File: src/rtl/key_pulse_gen.sv
// key_pulse_gen: synchronised, debounced keys with one-clock press strobes; auto-repeat built only under KEY_AUTO_REPEAT_EN
module key_pulse_gen #(
  parameter int N = 7,
  parameter int TICK_DIV = 250000,
  parameter int DB_COUNT = 4,
  parameter int RPT_DELAY = 100,
  parameter int RPT_RATE = 20,
  parameter logic [N-1:0] RPT_MASK = 7'b1110000
) (
  input  logic         CLK,
  input  logic         RST,
  input  logic [N-1:0] nKEY,
  output logic [N-1:0] PULSE,
  output logic [N-1:0] LEVEL
);
  localparam int TW = $clog2(TICK_DIV);
  logic [N-1:0] s1_q, s1_d, s2_q, s2_d, level_q, level_d, pulse_q, pulse_d;
  logic [N-1:0] p, hit, rise, fall, rpt;
  logic [N-1:0][3:0] db_q, db_d;
  logic [TW-1:0] tc_q, tc_d;
  logic tick;
  always_comb begin
    s1_d = nKEY;
    s2_d = s1_q;
    p = ~s2_q;
    tick = tc_q == TW'(TICK_DIV - 1);
    tc_d = tick ? '0 : tc_q + 1'b1;
    for (int i = 0; i < N; i++) begin
      hit[i] = tick && p[i] != level_q[i] && db_q[i] == 4'(DB_COUNT - 1);
      db_d[i] = !tick ? db_q[i] : (p[i] == level_q[i] || hit[i]) ? 4'd0 : db_q[i] + 4'd1;
    end
    level_d = level_q ^ hit;
    rise = level_d & ~level_q;
    fall = level_q & ~level_d;
  end
  assign pulse_d = rise | rpt;
  always_ff @(posedge CLK) begin
    if (!RST) begin
      s1_q <= '1;
      s2_q <= '1;
      tc_q <= '0;
      db_q <= '0;
      level_q <= '0;
      pulse_q <= '0;
    end else begin
      s1_q <= s1_d;
      s2_q <= s2_d;
      tc_q <= tc_d;
      db_q <= db_d;
      level_q <= level_d;
      pulse_q <= pulse_d;
    end
  end
  assign PULSE = pulse_q;
  assign LEVEL = level_q;
`ifdef KEY_AUTO_REPEAT_EN
  localparam int RMAX = RPT_DELAY > RPT_RATE ? RPT_DELAY : RPT_RATE;
  localparam int RW = $clog2(RMAX + 1);
  typedef enum logic [1:0] {IDLE, WAIT, RPT} st_t;
  st_t st_q [N];
  st_t st_d [N];
  logic [RW-1:0] rc_q [N];
  logic [RW-1:0] rc_d [N];
  always_ff @(posedge CLK) begin
    for (int i = 0; i < N; i++) begin
      st_q[i] <= !RST ? IDLE : st_d[i];
      rc_q[i] <= !RST ? '0 : rc_d[i];
    end
  end
  always_comb begin
    for (int i = 0; i < N; i++) begin
      st_d[i] = fall[i] ? IDLE : rise[i] ? WAIT : rpt[i] ? RPT : st_q[i];
      rc_d[i] = (fall[i] || rise[i] || rpt[i]) ? '0 :
                (tick && RPT_MASK[i] && st_q[i] != IDLE && rc_q[i] != RW'(RMAX)) ? rc_q[i] + 1'b1 : rc_q[i];
    end
  end
  always_comb begin
    for (int i = 0; i < N; i++)
      rpt[i] = RPT_MASK[i] && tick && !fall[i] && st_q[i] != IDLE &&
               int'(rc_q[i]) + 1 >= (st_q[i] == WAIT ? RPT_DELAY : RPT_RATE);
  end
`else
  logic unused_rpt_cfg;
  assign rpt = '0;
  assign unused_rpt_cfg = ^{RPT_MASK, RPT_DELAY[0], RPT_RATE[0]};
`endif
endmodule

File: config.mk
export PLATFORM = sky130hd
export DESIGN_NAME = key_pulse_gen
export DESIGN_NICKNAME = d
export VERILOG_FILES = /design/src/rtl/key_pulse_gen.sv
export SDC_FILE = /design/constraint.sdc
export NUM_CORES = 1
export LEC_CHECK = 0
export CORE_UTILIZATION = 50
export DETAILED_ROUTE_END_ITERATION = 8
export PLACE_DENSITY_LB_ADDON = 0.15
export SETUP_SLACK_MARGIN = 0.05
export SYNTH_ARGS = -nofsm -noshare
export SYNTH_HDL_FRONTEND = slang
export SYNTH_SLANG_ARGS = --single-unit
File: constraint.sdc
create_clock -name CLK -period 2.2 [get_ports CLK]
set_clock_uncertainty 0.15 [all_clocks]
set_input_delay 0.44 -clock CLK [delete_from_list [all_inputs] [get_ports CLK]]
set_output_delay 0.44 -clock CLK [all_outputs]
set_load 0.02 [all_outputs]
==> results.py <==
metrics = {
    "status": {
        "status": "completed",
    },
    "route": {
        "post_drt_wl_per_cell_um": 13.94,
        "drtIter0Drc": 100,
        "ant_nets": 0,
        "vias_per_cell": 5.721,
        "routed-via-count": 2723,
        "firstDrtPassIters": 4,
        "route.detailed.drc": 0,
        "drt-total-wl_mm": 6.635,
    },
    "floorplan": {
        "die_w_um": 83.70,
        "core_area_um2": 6386,
        "die_area_um2": 7005,
        "die_y_um": 83.70,
        "top_level_ports": 23,
        "initial_utilization_pct": 52.25,
        "row_count": 29,
    },
    "global_routing": {
        "grt_antenna_before_repair": 0,
        "grt_start_max_net_pins": 32,
        "grt_overflow_total": 0,
        "grt_pass1_vias": 2592,
        "track_usage_pct": 19.81,
        "grt_pass1_wl_mm": 11.42,
    },
    "cts": {
        "tritoncts": "done",
        "max-clock-path-buffers": 2,
        "path_clk_slew_ns": 0.08,
        "cts_max_level": 3,
        "cts_root_buffer": "clkbuf_8",
        "clk_latency_ns": 0.33,
        "post-cts-setup-buffer-count": 0,
        "cts_buffers": 9,
        "cts_sinks": 74,
    },
    "power": {
        "p_per_area_nw_per_um2": 640.3,
        "peakVddDrop_mv": 0.3593,
        "p_leak_nw": 1.316,
    },
    "timing": {
        "fmax_mhz": 485.0,
        "slew_headroom_pct": 59.75,
        "hold_violations": 0,
        "min_period_ns": 2.062,
        "setup_slack_ns": 0.1383,
        "finalCritPeriodShare_pct": 93.71,
        "drv_slew": 0,
        "tns_ns": 0,
        "setup_viol_count_final": 0,
        "tightest_slew_ns": 0.6036,
        "rsz0062_at_grt": "false",
    },
    "critical_path": {
        "cpLargestDelayFamily": "simple AND/OR/NAND/NOR gates",
        "worstPathArrival_ns": 2.18,
        "slowest_stage": "dfxtp_2",
        "critical_path_peak_fanout": 16,
        "path_class": "reg -> reg",
        "timing.critical_path.buf_inv": 0,
        "cp_cell_sequence": "ha_2, and3_4, and4_4, nand2_8, nor4_1, ha_1, nor2_1",
        "endpoint_kind": "flip-flop",
        "critPathLaunchType": "flip-flop",
        "required_ns": 2.32,
        "max_stage_delay_ns": 0.36,
    },
    "synthesis": {
        "ys_types": 36,
        "synth.most_common_cell": "dfxtp_1",
        "avgSynthCellArea_um2": 8.899,
        "netlist_area_um2": 3337,
        "ys_async_sr_fraction_pct": 0,
        "yosysWarnings": 0,
        "synthTopCellsByCount": "dfxtp_1 (74), nor2_1 (42), nand3_1 (26)",
        "netlist_top_cells_area": "dfxtp_1 (44%), ha_1 (5.6%), nor2_1 (4.7%)",
        "seq_area_frac_synth_pct": 44.39,
        "ys_ff_latch": 74,
        "netlist.top_cell.by_area": "dfxtp_1",
        "netlist_instances": 375,
        "synth_nets": 399,
        "yosysTopAreaCellShare_pct": 44.39,
        "yosys_most_used_dff": "dfxtp_1",
        "synth_edf_count": 0,
    },
    "placement": {
        "dp_hpwl_mm": 4.103,
        "dp_slack_ns": 0.03652,
        "place_congestion": 0.7803,
        "io_buffers": 22,
    },
    "final_layout": {
        "diodes": 0,
        "area_growth_pct": 16.31,
        "final_nets": 420,
        "drive_above_1_share_pct": 10.28,
    },
    "hold_path": {
        "hold_path_class": "reg -> reg",
    },
    "run": {
        "drv_cap": 0,
    },
}
-- worst paths after layout --
| path | slack, ns | startpoint | cells past startpoint | end |
|---|---|---|---|---|
| worst max-delay path | 0.14 | tc_q[0] | 7 | LEVEL[5] |
| worst min-delay path | 0.26 | s1_q[1] | 1 | s2_q[1] |
| worst max register to register | 0.14 | tc_q[0] | 7 | LEVEL[5] |
| worst min register to register | 0.26 | s1_q[1] | 1 | s2_q[1] |
-- timing repair --
action	CTS	global route
hold buffers	0	0
resized for setup	4	6
hold endpoints to repair	0	0
endpoints found under the setup margin	18	16
pin swaps	0	0
-- layout make-up --
type	instances	area [µm²]
fillers	546	2505
multi-input cells	269	1769
flip-flops and latches	74	1483
repair buffers	31	300.3
clock buffers	11	151.4
well taps	77	96.34
inverters	11	41.29
clock inverters	3	40.04
-- worst reg2reg max path: stages, from the launching register on --
cell     delay (ns)
dfxtp_2        0.36
ha_2           0.21
and3_4         0.20
and4_4         0.27
nand2_8        0.13
nor4_1         0.31
ha_1           0.28
nor2_1         0.09
-- stage by stage --
step	total power, W	area, µm²	util, %	hold WS [ns]	instances
3_5_place_dp	0.001476	3636	56.94	0.2452	462
2_1_floorplan	0.001441	3337	-	0.2363	375
6_report	0.002485	3881	60.78	0.2598	476
3_3_place_gp	0.001474	3636	56.94	0.2386	462
5_1_grt	0.002575	3881	60.78	0.2675	476
4_1_cts	0.002507	3850	60.29	0.2614	476
-- logic make-up (layout without fill, tap and decap cells) --
family | count (synthesis) | after routing | share of synthesized area, %
compound gates | 59 | 59 | 11.81
xor+xnor | 21 | 21 | 5.512
fa+ha+maj | 15 | 15 | 5.624
buf+inv | 32 | 56 | 4.162
flops | 74 | 74 | 44.39
simple gates | 174 | 174 | 28.50
-- registers in the layout, indices dropped and copies added, names as in the netlist --
register	count
s1_q	7
PULSE	7
s2_q	7
LEVEL	7
db_q	28
tc_q	18
-- metal layers --
metal	vias up	track usage, %	part of all wire, %
li1	1380	-	-
met1	1288	26.70	49
met2	51	31.19	47
met3	4	4.055	3.4
met4	0	7.704	0.57
met5	-	0	0
-- cells in the final DEF, fill, tap and decap left out, types with 12 or more instances in the layout --
cell             synthesis  final
dfxtp_1                 74     73
xnor2_1                 12     12
clkdlybuf4s50_1          0     22
a21oi_1                 15     15
nor2_1                  42     42
nand2b_1                21     21
o21ai_0                 14     14
nand3_1                 26     26
ha_1                    15     14
nor3_1                  19     19
-- report_power, final --
| group | switching [W] | internal, W | total (W) |
|---|---|---|---|
| sequential | 0.00000811 | 0.00136 | 0.00136 |
| clock | 0.000469 | 0.000570 | 0.00104 |
| combinational | 0.0000465 | 0.0000360 | 0.0000825 |
| total | 0.000524 | 0.00196 | 0.00249 |
(Power assumes the default switching activity.)
